### config.mk
export PLATFORM = sky130hd
export DESIGN_NAME = rca_4bit
export DESIGN_NICKNAME = d
export VERILOG_FILES = /design/src/rtl/rca_4bit.sv
export SDC_FILE = /design/constraint.sdc
export NUM_CORES = 1
export LEC_CHECK = 0
export ABC_CLOCK_PERIOD_IN_PS = 900
export BUFFER_PORTS_ARGS = -buffer_cell sky130_fd_sc_hd__buf_2
export CAP_MARGIN = 10
export CORE_AREA = 10 10 47 49
export DETAILED_ROUTE_END_ITERATION = 6
export DIE_AREA = 0 0 57 59
export PLACE_DENSITY_LB_ADDON = 0.25
export SLEW_MARGIN = 20
export SYNTH_ARGS = -nofsm -noshare
export SYNTH_HDL_FRONTEND = slang
export SYNTH_SLANG_ARGS = --single-unit
export TNS_END_PERCENT = 100
### constraint.sdc
create_clock -name clk -period 0.9 [get_ports clk]
set_clock_uncertainty 0.05 [all_clocks]
set_input_delay 0.27 -clock clk [delete_from_list [all_inputs] [get_ports clk]]
set_output_delay 0.27 -clock clk [all_outputs]
set_load 0.01 [all_outputs]
### src/rtl/rca_4bit.sv
// rca_4bit: registered 4-bit ripple-carry adder built from four full-adder cells.
// Define RCA_4BIT_OVF_EN to add the registered signed-overflow output OVF.

module rca_4bit_fa (
    input  logic a,
    input  logic b,
    input  logic ci,
    output logic s,
    output logic co
);

    assign s  = a ^ b ^ ci;
    assign co = (a & b) | (a & ci) | (b & ci);

endmodule

module rca_4bit (
    input  logic       clk,
    input  logic       rst_n,
    input  logic       Co,
    input  logic [3:0] A,
    input  logic [3:0] B,
    output logic [3:0] S,
    output logic       Cout
`ifdef RCA_4BIT_OVF_EN
    ,
    output logic       OVF
`endif
);

    logic [4:0] c;
    logic [3:0] s_c;

    assign c[0] = Co;

    // Carry ripples from cell i into cell i+1.
    for (genvar i = 0; i < 4; i++) begin : g_fa
        rca_4bit_fa u_fa (
            .a  (A[i]),
            .b  (B[i]),
            .ci (c[i]),
            .s  (s_c[i]),
            .co (c[i+1])
        );
    end

    always_ff @(posedge clk or negedge rst_n) begin
        if (!rst_n) begin
            S    <= 4'b0000;
            Cout <= 1'b0;
        end else begin
            S    <= s_c;
            Cout <= c[4];
        end
    end

`ifdef RCA_4BIT_OVF_EN
    logic ovf_c;

    // Like-signed operands producing an opposite-signed result.
    assign ovf_c = (A[3] == B[3]) && (s_c[3] != A[3]);

    always_ff @(posedge clk or negedge rst_n) begin
        if (!rst_n) begin
            OVF <= 1'b0;
        end else begin
            OVF <= ovf_c;
        end
    end
`endif

endmodule

==> impl_results.md, run 1 <==
* Status: complete, but fails checks
* Failing checks: setup timing
* Pins Over Slew Limit at 0
* GRT overflow at 0
* Die H at 59 um
* PortBufs at 15
* Final hold violation count at 0
* Worst Hold Depth at 2
* Slew @ Worst Pin at 0.113 ns
* Post-Syn Nets at 34
* CTS clk-pin slew, worst paths at 0.04 ns
* Vias at 176
* Netlist cell types at 3
* Worst Hold Class: in2reg
* Tot Pwr at 698 uW
* Ys Warns at 0
* Post-Syn Instances at 19
* Initial Util at 17.3%
* Drt wl/cell at 8.49 um
* TritonCTS clock tree: built
* DR vias/cell at 3.20
* CTS buffer count at 3
* P_leak at 0.222 nW
* GPL Wtd Cong at 0.589
* Layout area overhead at 77.3%
* Footprint of the multi-input gates at 90.1 um^2
* Post-route DRC at 0
* Most common cell after layout, fill and taps aside: buf_2
* Final setup fails at 9
* Seq cells post-synth at 5
* Layout Nets at 55
* CTS root buf: clkbuf_4
* Kind of critical path: in2reg
* N_diodes at 0
* TNS Setup at -2.80 ns
* Max rail drop VDD at 0.506 mV
* Worst-path fanout max at 1
* Initial antenna violation count at 0
* Average cell area after synthesis at 12.8 um^2
* Deepest clock path buffer count at 2
* RSZ-0062 raised after global routing: yes
* Chip Width at 57 um
* Layout cell share with drive strength beyond 1 at 71.8%
* Largest net degree at the start of global routing at 6
* Final WS setup at -0.814 ns
* Total Wirelength at 467 um
* Htree depth at 1
* Core Area at 1400 um^2
* Leading cell types in the layout, fill and taps excluded: buf_2 (11), dfrtp_1 (5), inv_1 (4), inv_2 (4), fa_2 (4)
* Routed Antenna Nets at 0
* Max-capacitance violation count at 0
* DR iter-0 viols at 1
* DR pass1 iterations at 2
* Die Area at 3360 um^2
* Seq/Total Area, Yosys at 51.5%
* CTS sink count at 5
* Cell area after synthesis at 243 um^2
* Global-route wire length before repair at 786 um
* FP Rows at 14
* Layout Cells excl Fill at 55
* Pwr/cell area at 1620 nW/um^2
* Worst Setup End Kind: flip-flop
* Top Ports at 16
* Achievable clock frequency at 0.583 GHz
* Tot GR Track Use at 3.18%
* Final non-filler cell area at 430 um^2
* Startpoint types: input pin
* WP data arrival at 1.84 ns
* Fin crit period at 1.71 ns
* Rel. slew slack at 92.5%
* Fill count at 156
* Req. time, crit path at 1.02 ns
* Vias in the first global route at 219
* Placed insts at 50
* Period utilisation layout at 190%
* Place WS at -1.11 ns
* Area post-placement at 365 um^2
* Register area at 125 um^2
-- metal layers --
metal  up-vias  routed length [um]  share of wire, %  track usage (%)
met5         -                   0                 0                0
met2        13                 175                37             3.41
met3         2                  69                15             2.15
met1        74                 197                42             3.14
met4         0                  24               5.1             5.03
li1         87                   -                 -                -
-- metrics by stage --
stage | utilization (%) | hold slack [ns]
floorplan | - | -0.0756
global placement | 26.1 | 0.0390
detailed placement | 26.1 | 0.0394
CTS | 29.8 | 0.293
global route | 30.7 | 0.297
finish | 30.7 | 0.296
-- critical path: stages --
cell,delay [ns]
buf_8,0.11
inv_12,0.04
fa_2,0.18
inv_2,0.03
fa_2,0.33
fa_2,0.34
inv_2,0.06
fa_2,0.42
inv_2,0.05
-- sequential cells by signal, summed over array words and instances (netlist names) --
register,count
S,4
Cout,1
-- kinds of logic after synthesis --
group / synth area share (%)
adders and majority gates: 33.0
DFF: 51.5
buffers and inverters: 15.5
-- area by class of cell --
| type | count | share of cell area [%] |
|---|---|---|
| flip-flops and latches | 5 | 29.1 |
| clock buffers | 4 | 6.10 |
| well taps | 16 | 4.65 |
| multi-input cells | 4 | 20.9 |
| repair buffers | 16 | 26.5 |
| inverters | 10 | 12.8 |
-- power breakdown --
group	internal, mW	total, mW	switching [mW]
registers	0.262	0.273	0.0109
clock network	0.167	0.244	0.0769
logic	0.0983	0.182	0.0833
total	0.527	0.698	0.171
-- worst paths after layout --
kind / from / to / slack [ns]
max: A[0] / S[3] / -0.81
min: B[2] / S[2] / 0.30
max in group asynchronous: rst_n / Cout / 0.34
min in group asynchronous: rst_n / S[2] / 0.33
-- cells in the mapped netlist, drive strengths merged --
library cell	instances	share of area, %
dfrtp	5	52
fa	4	33
inv	10	15
-- repair_timing --
item / 4_1_cts / 5_1_grt
hold endpoints to repair: 5 / 0
setup endpoints to repair: 10 / 9
cloned: 0 / 0
buffers inserted: 0 / 0
resized for setup: 5 / 3
hold buffers: 1 / 0
Power figures use the tool's default switching activity.
==> run 2: changes to the inputs <==
--- a/config.mk
+++ b/config.mk
@@ -8,7 +8,10 @@
 export ABC_CLOCK_PERIOD_IN_PS = 900
 export BUFFER_PORTS_ARGS = -buffer_cell sky130_fd_sc_hd__buf_2
 export CAP_MARGIN = 10
+export CELL_PAD_IN_SITES_DETAIL_PLACEMENT = 1
+export CELL_PAD_IN_SITES_GLOBAL_PLACEMENT = 1
 export CORE_AREA = 10 10 47 49
+export CTS_CLUSTER_SIZE = 10
 export DETAILED_ROUTE_END_ITERATION = 6
 export DIE_AREA = 0 0 57 59
 export PLACE_DENSITY_LB_ADDON = 0.25
==> impl_results.md, run 2 (synthesis gave the netlist of run 1 again) <==
* Metal-1 WL at 179 um (-9.1%)
* Metal2 WL at 282 um (+61%)
* Tot Pwr at 689 uW (-1.3%)
* CP max stage cell: fa_2
* Die Area at 3360 um^2 (unchanged)
* WP data arrival at 1.85 ns (about the same)
* GRT overflow at 0 (unchanged)
* Crit path cell chain: buf_12 > inv_12 > fa_2 > inv_2 > fa_2 > fa_2 > inv_2 > fa_2 > inv_1
* Rel. slew slack at 92.6% (+0.15 points)
* Die H at 59 um (unchanged)
* Tot GR Track Use at 3.78% (+0.61 points)
* CTS buffer count at 3 (unchanged)
* Critical path's most frequent cell: fa_2
* Top flop regs: S (4), Cout (1)
* Bufs and invs on worst path at 5 (unchanged)
* Chip Width at 57 um (unchanged)
* Total Wirelength at 577 um (+24%)
* GPL Wtd Cong at 0.684 (+16%)
* Max-capacitance violation count at 0 (unchanged)
* Max reg flops at 4 (unchanged)
* Pins Over Slew Limit at 0 (unchanged)
* CTS root buf: clkbuf_4
* Register name with the most flops: S
* Req. time, crit path at 1.03 ns (about the same)
* DP Wirelength at 550 um
* Top Ports at 16 (unchanged)
* TritonCTS clock tree: built
* CTS sink count at 5 (unchanged)
* CP delay by family, top: adder cells
* Startpoint types: input pin
* Status: complete, but fails checks
* Achievable clock frequency at 0.582 GHz (-0.25%)
* Leading cell types in the layout, fill and taps excluded: buf_2 (13), dfrtp_1 (5), inv_2 (4), inv_1 (4), fa_2 (4)
* Deepest clock path buffer count at 2 (unchanged)
* FP Rows at 14 (unchanged)
* N_diodes at 0 (unchanged)
* Routed Antenna Nets at 0 (unchanged)
* Kind of critical path: in2reg
* Largest net degree at the start of global routing at 6 (unchanged)
* Drt wl/cell at 10.5 um (+24%)
* Placed insts at 50 (unchanged)
* Htree depth at 1 (unchanged)
* Post-route DRC at 0 (unchanged)
* Worst-path fanout max at 1 (unchanged)
* Vias at 188 (+6.8%)
* Failing checks: setup timing
* Worst slack on hold paths at 0.300 ns (+0.00396 ns)
* DR vias/cell at 3.42 (+6.8%)
* PortBufs at 15 (unchanged)
* Period utilisation layout at 191% (+0.48 points)
* Fin crit period at 1.72 ns (+0.00432 ns)
* Layout cell share with drive strength beyond 1 at 71.8% (unchanged)
* Top Layer Used: met4
* Final hold violation count at 0 (unchanged)
* Worst Setup End Kind: flip-flop
* Global-route wire length before repair at 917 um (+17%)
* P_leak at 0.220 nW (-1.0%)
* Layout Nets at 55 (unchanged)
* Initial antenna violation count at 0 (unchanged)
* Most common cell after layout, fill and taps aside: buf_2
* Vias in the first global route at 230 (+5.0%)
* Initial Util at 17.3% (unchanged)
* Final WS setup at -0.819 ns (-0.00432 ns)
* DR pass1 iterations at 1 (-1)
* Critical path's largest stage delay at 0.41 ns (about the same)
* Layout Cells excl Fill at 55 (unchanged)
* DR iter-0 viols at 0 (-1)
* Slew @ Worst Pin at 0.111 ns (-0.00221 ns)
* Max rail drop VDD at 0.299 mV (-41%)
* RSZ-0062 raised after global routing: yes
* Final setup fails at 9 (unchanged)
* Layout area overhead at 74.2%
* Met3 WL at 99 um (+43%)
* Pwr/cell area at 1630 nW/um^2 (+0.48%)
* Worst Hold Class: in2reg
* Core Area at 1400 um^2 (unchanged)
* CTS clk-pin slew, worst paths at 0.04 ns (about the same)
* Post-CTS setup buffer count at 0 (unchanged)
-- run 2: cell counts in the layout (fill, tap and decap cells not counted) --
Identical to the previous run, type by type.
-- run 2: worst paths after layout --
path                       startpoint    to  slack (ns)  depth (start not counted)
worst min-delay path             B[2]  S[2]        0.30                          2
worst max-delay path             A[0]  S[3]       -0.82                          9
min in group asynchronous       rst_n  S[0]        0.32                          2
max in group asynchronous       rst_n  S[3]        0.35                          2
-- run 2: what timing repair did --
action	in CTS	in global routing
endpoints found under the hold margin	5	0
setup endpoints to repair	10	9
resized for setup	5	2
hold buffers	1	0
-- run 2: layer usage --
| metal | vias to the layer above | track usage (%) |
|---|---|---|
| li1 | 86 | - |
| met1 | 87 | 2.78 |
| met2 | 13 | 5.74 |
| met3 | 2 | 3.22 |
| met4 | 0 | 4.03 |
| met5 | - | 0 |
-- run 2: metrics by stage --
stage                     utilization [%]  setup TNS [ns]  cell area [um^2]  worst slack [ns]
final                                30.2           -2.87               423            -0.819
after global routing                 30.2           -3.17               423            -0.862
after CTS                            29.8           -2.95               418            -0.815
after detailed placement             26.1           -3.79               365             -1.13
after global placement               26.1           -3.70               365             -1.11
after floorplan                         -           -2.67               270            -0.903
-- run 2: power breakdown --
| group | switching, mW | leakage, nW | internal (mW) |
|---|---|---|---|
| sequential | 0.00731 | 0.0583 | 0.262 |
| combinational | 0.0862 | 0.147 | 0.0831 |
| clock | 0.0838 | 0.0150 | 0.167 |
-- run 2: cell type report --
type | instances | area [um^2]
Inverter | 10 | 55.1
Clock buffer | 4 | 26.3
Fill cell | 173 | 978
Sequential cell | 5 | 125
Multi-Input combinational cell | 4 | 90.1
Timing Repair Buffer | 16 | 106
Tap cell | 16 | 20.0
==> run 3: changes to the inputs <==
--- a/config.mk
+++ b/config.mk
@@ -18,5 +18,6 @@
 export SLEW_MARGIN = 20
 export SYNTH_ARGS = -nofsm -noshare
 export SYNTH_HDL_FRONTEND = slang
+export SYNTH_HIERARCHICAL = 1
 export SYNTH_SLANG_ARGS = --single-unit
 export TNS_END_PERCENT = 100
==> impl_results.md, run 3 <==
* Total Wirelength at 539 um (-6.6%)
* Worst Setup End Kind: flip-flop
* Failing checks: setup timing
* Final setup fails at 9 (unchanged)
* DR iter-0 viols at 0 (unchanged)
* Chip Width at 57 um (unchanged)
* GRT overflow at 0 (unchanged)
* RSZ-0062 raised after global routing: yes
* Initial Util at 14.6% (-2.7 points)
* Met3 Track Usage GR at 3.43% (+0.21 points)
* Die Area at 3360 um^2 (unchanged)
* Die H at 59 um (unchanged)
* Most common cell after layout, fill and taps aside: buf_2
* CTS root buf: clkbuf_4
* GPL Wtd Cong at 0.613 (-10%)
* PortBufs at 15 (unchanged)
* DR vias/cell at 3.33 (-2.5%)
* Tot GR Track Use at 3.97% (+0.18 points)
* Leading cell types in the layout, fill and taps excluded: buf_2 (13), dfrtp_1 (5), clkbuf_4 (3), fa_2 (3), buf_6 (2)
* Final hold violation count at 0 (unchanged)
* Slew @ Worst Pin at 0.107 ns (-0.00332 ns)
* Post-Syn Nets at 24 (-29%)
* Period utilisation layout at 201% (+10 points)
* CTS buffer count at 3 (unchanged)
* Vias at 150 (-20%)
* Cell area after synthesis at 205 um^2 (-15%)
* Htree depth at 1 (unchanged)
* Deepest clock path buffer count at 2 (unchanged)
* Layout Nets at 45 (-18%)
* Global-route wire length before repair at 897 um (-2.2%)
* Routed Antenna Nets at 0 (unchanged)
* WP data arrival at 1.87 ns (+0.02 ns)
* Ys Warns at 6 (+6)
* Final WS setup at -0.913 ns (-0.0942 ns)
* Switching Share at 24.0% (-1.7 points)
* Footprint of the multi-input gates at 87.6 um^2 (-2.8%)
* Layout cell share with drive strength beyond 1 at 72.4% (+0.62 points)
* P_leak at 0.167 nW (-24%)
* Achievable clock frequency at 0.552 GHz (-5.2%)
* Fill count at 163 (-5.8%)
* Dominant cells by area after synthesis: dfrtp_1 (61%), fa_1 (39%)
* Layout area overhead at 73.8%
* Top cell type's share of synthesized area at 61.0% (+9.4 points)
* Core Area at 1400 um^2 (unchanged)
* Post-synth EDFFs at 0 (unchanged)
* CTS sink count at 5 (unchanged)
* Top flop regs: S (4), Cout (1)
* Met2 Track Usage GR at 4.03% (-1.7 points)
* Post-route DRC at 0 (unchanged)
* Top_reg_cell synth: dfrtp_1
* Seq cells post-synth at 5 (unchanged)
* Combinational power share at 20.8% (-3.8 points)
* Place WS at -1.22 ns (-0.0889 ns)
* Rel. slew slack at 92.8% (+0.22 points)
* Max reg flops at 4 (unchanged)
* Average cell area after synthesis at 22.8 um^2 (+78%)
* TritonCTS clock tree: built
* Clock share of power at 37.8% (+1.4 points)
* Req. time, crit path at 0.95 ns (-0.08 ns)
* Register name with the most flops: S
* Tot Pwr at 657 uW (-4.7%)
* Post-CTS setup buffer count at 0 (unchanged)
* Netlist cell types at 2 (-1)
* Sequential Power Share at 41.4% (+2.4 points)
* Pwr/cell area at 1840 nW/um^2 (+13%)
* N_diodes at 0 (unchanged)
* Worst Hold Class: in2reg
* Largest net degree at the start of global routing at 6 (unchanged)
* Vias in the first global route at 209 (-9.1%)
* Status: complete, but fails checks
* CTS clk-pin slew, worst paths at 0.04 ns (about the same)
* Int Pwr at 499 uW (-2.5%)
* Met1 usage in global routing at 3.04% (+0.26 points)
* Pins Over Slew Limit at 0 (unchanged)
* TNS Setup at -3.29 ns (-0.415 ns)
* Fin crit period at 1.81 ns (+0.0942 ns)
* Worst-path fanout max at 1 (unchanged)
* Async SR Flop Fraction at 100% (unchanged)
* Drt wl/cell at 12.0 um (+14%)
* DR pass1 iterations at 1 (unchanged)
* Startpoint types: input pin
* Post-Syn Instances at 9 (-10)
* Kind of critical path: in2reg
* Seq/Total Area, Yosys at 61.0% (+9.4 points)
* Initial antenna violation count at 0 (unchanged)
* Cell with the most instances after synthesis: dfrtp_1
* Gr busiest metal: met4
* Worst slack on hold paths at 0.268 ns (-0.0319 ns)
* Max-capacitance violation count at 0 (unchanged)
* Synth area leader: dfrtp_1
* Max rail drop VDD at 0.408 mV (+36%)
* Synth cell count leaders: dfrtp_1 (5), fa_1 (4)
* Register area at 125 um^2 (unchanged)
* Switching power at 158 uW (-11%)
* Top Ports at 16 (unchanged)
* FP Rows at 14 (unchanged)
run 3: changes by cell type after synthesis, sizes merged:
cell | before | now
inv | 10 | 0
run 3: cells by family after synthesis:
kind of cell / after synthesis / synth area share, %
flip-flops: 5 / 61.0
adder cells (fa/ha/maj): 4 / 39.0
run 3: area by class of cell:
class	instances	area share, %
sequential	5	35.1
clock buffer	4	7.37
tap	16	5.61
multi-input combinational	4	24.6
timing repair buffer	16	27.4
run 3: per-layer routing:
| metal | share of wire (%) | vias up |
|---|---|---|
| li1 | - | 66 |
| met1 | 32 | 68 |
| met2 | 43 | 14 |
| met3 | 20 | 2 |
| met4 | 3.9 | 0 |
| met5 | 0 | - |
run 3: repair_timing:
item / CTS / global route
hold buffers: 1 / 0
hold endpoints to repair: 5 / 0
pin swaps: 1 / 0
endpoints found under the setup margin: 9 / 9
resized for setup: 1 / 1
run 3: critical path, cell delays in order:
cell and delay, ns:
buf_6 0.09, fa_2 0.37, fa_2 0.34, fa_2 0.34
fa_1 0.44
run 3: metrics by stage:
stage,utilization [%],instance area (um^2),std cells
finish,25.4,357,45
global route,25.4,357,45
CTS,25.0,350,45
detailed placement,22.0,308,40
global placement,22.0,308,40
floorplan,-,213,9
run 3: path summary, 6_finish.rpt:
path / startpoint / slack, ns / end / depth (start not counted)
max: A[0] / -0.91 / S[3] / 5
min: B[3] / 0.27 / S[3] / 2
max in group asynchronous: rst_n / 0.35 / Cout / 2
min in group asynchronous: rst_n / 0.33 / S[2] / 2
run 3: power groups by stage:
stage | Combinational [mW] | Sequential, mW | Clock [mW]
after floorplan | 0.0259 | 0.295 | 0
final | 0.137 | 0.272 | 0.249
after detailed placement | 0.134 | 0.275 | 0
after CTS | 0.139 | 0.272 | 0.266
after global routing | 0.154 | 0.276 | 0.277
after global placement | 0.128 | 0.271 | 0
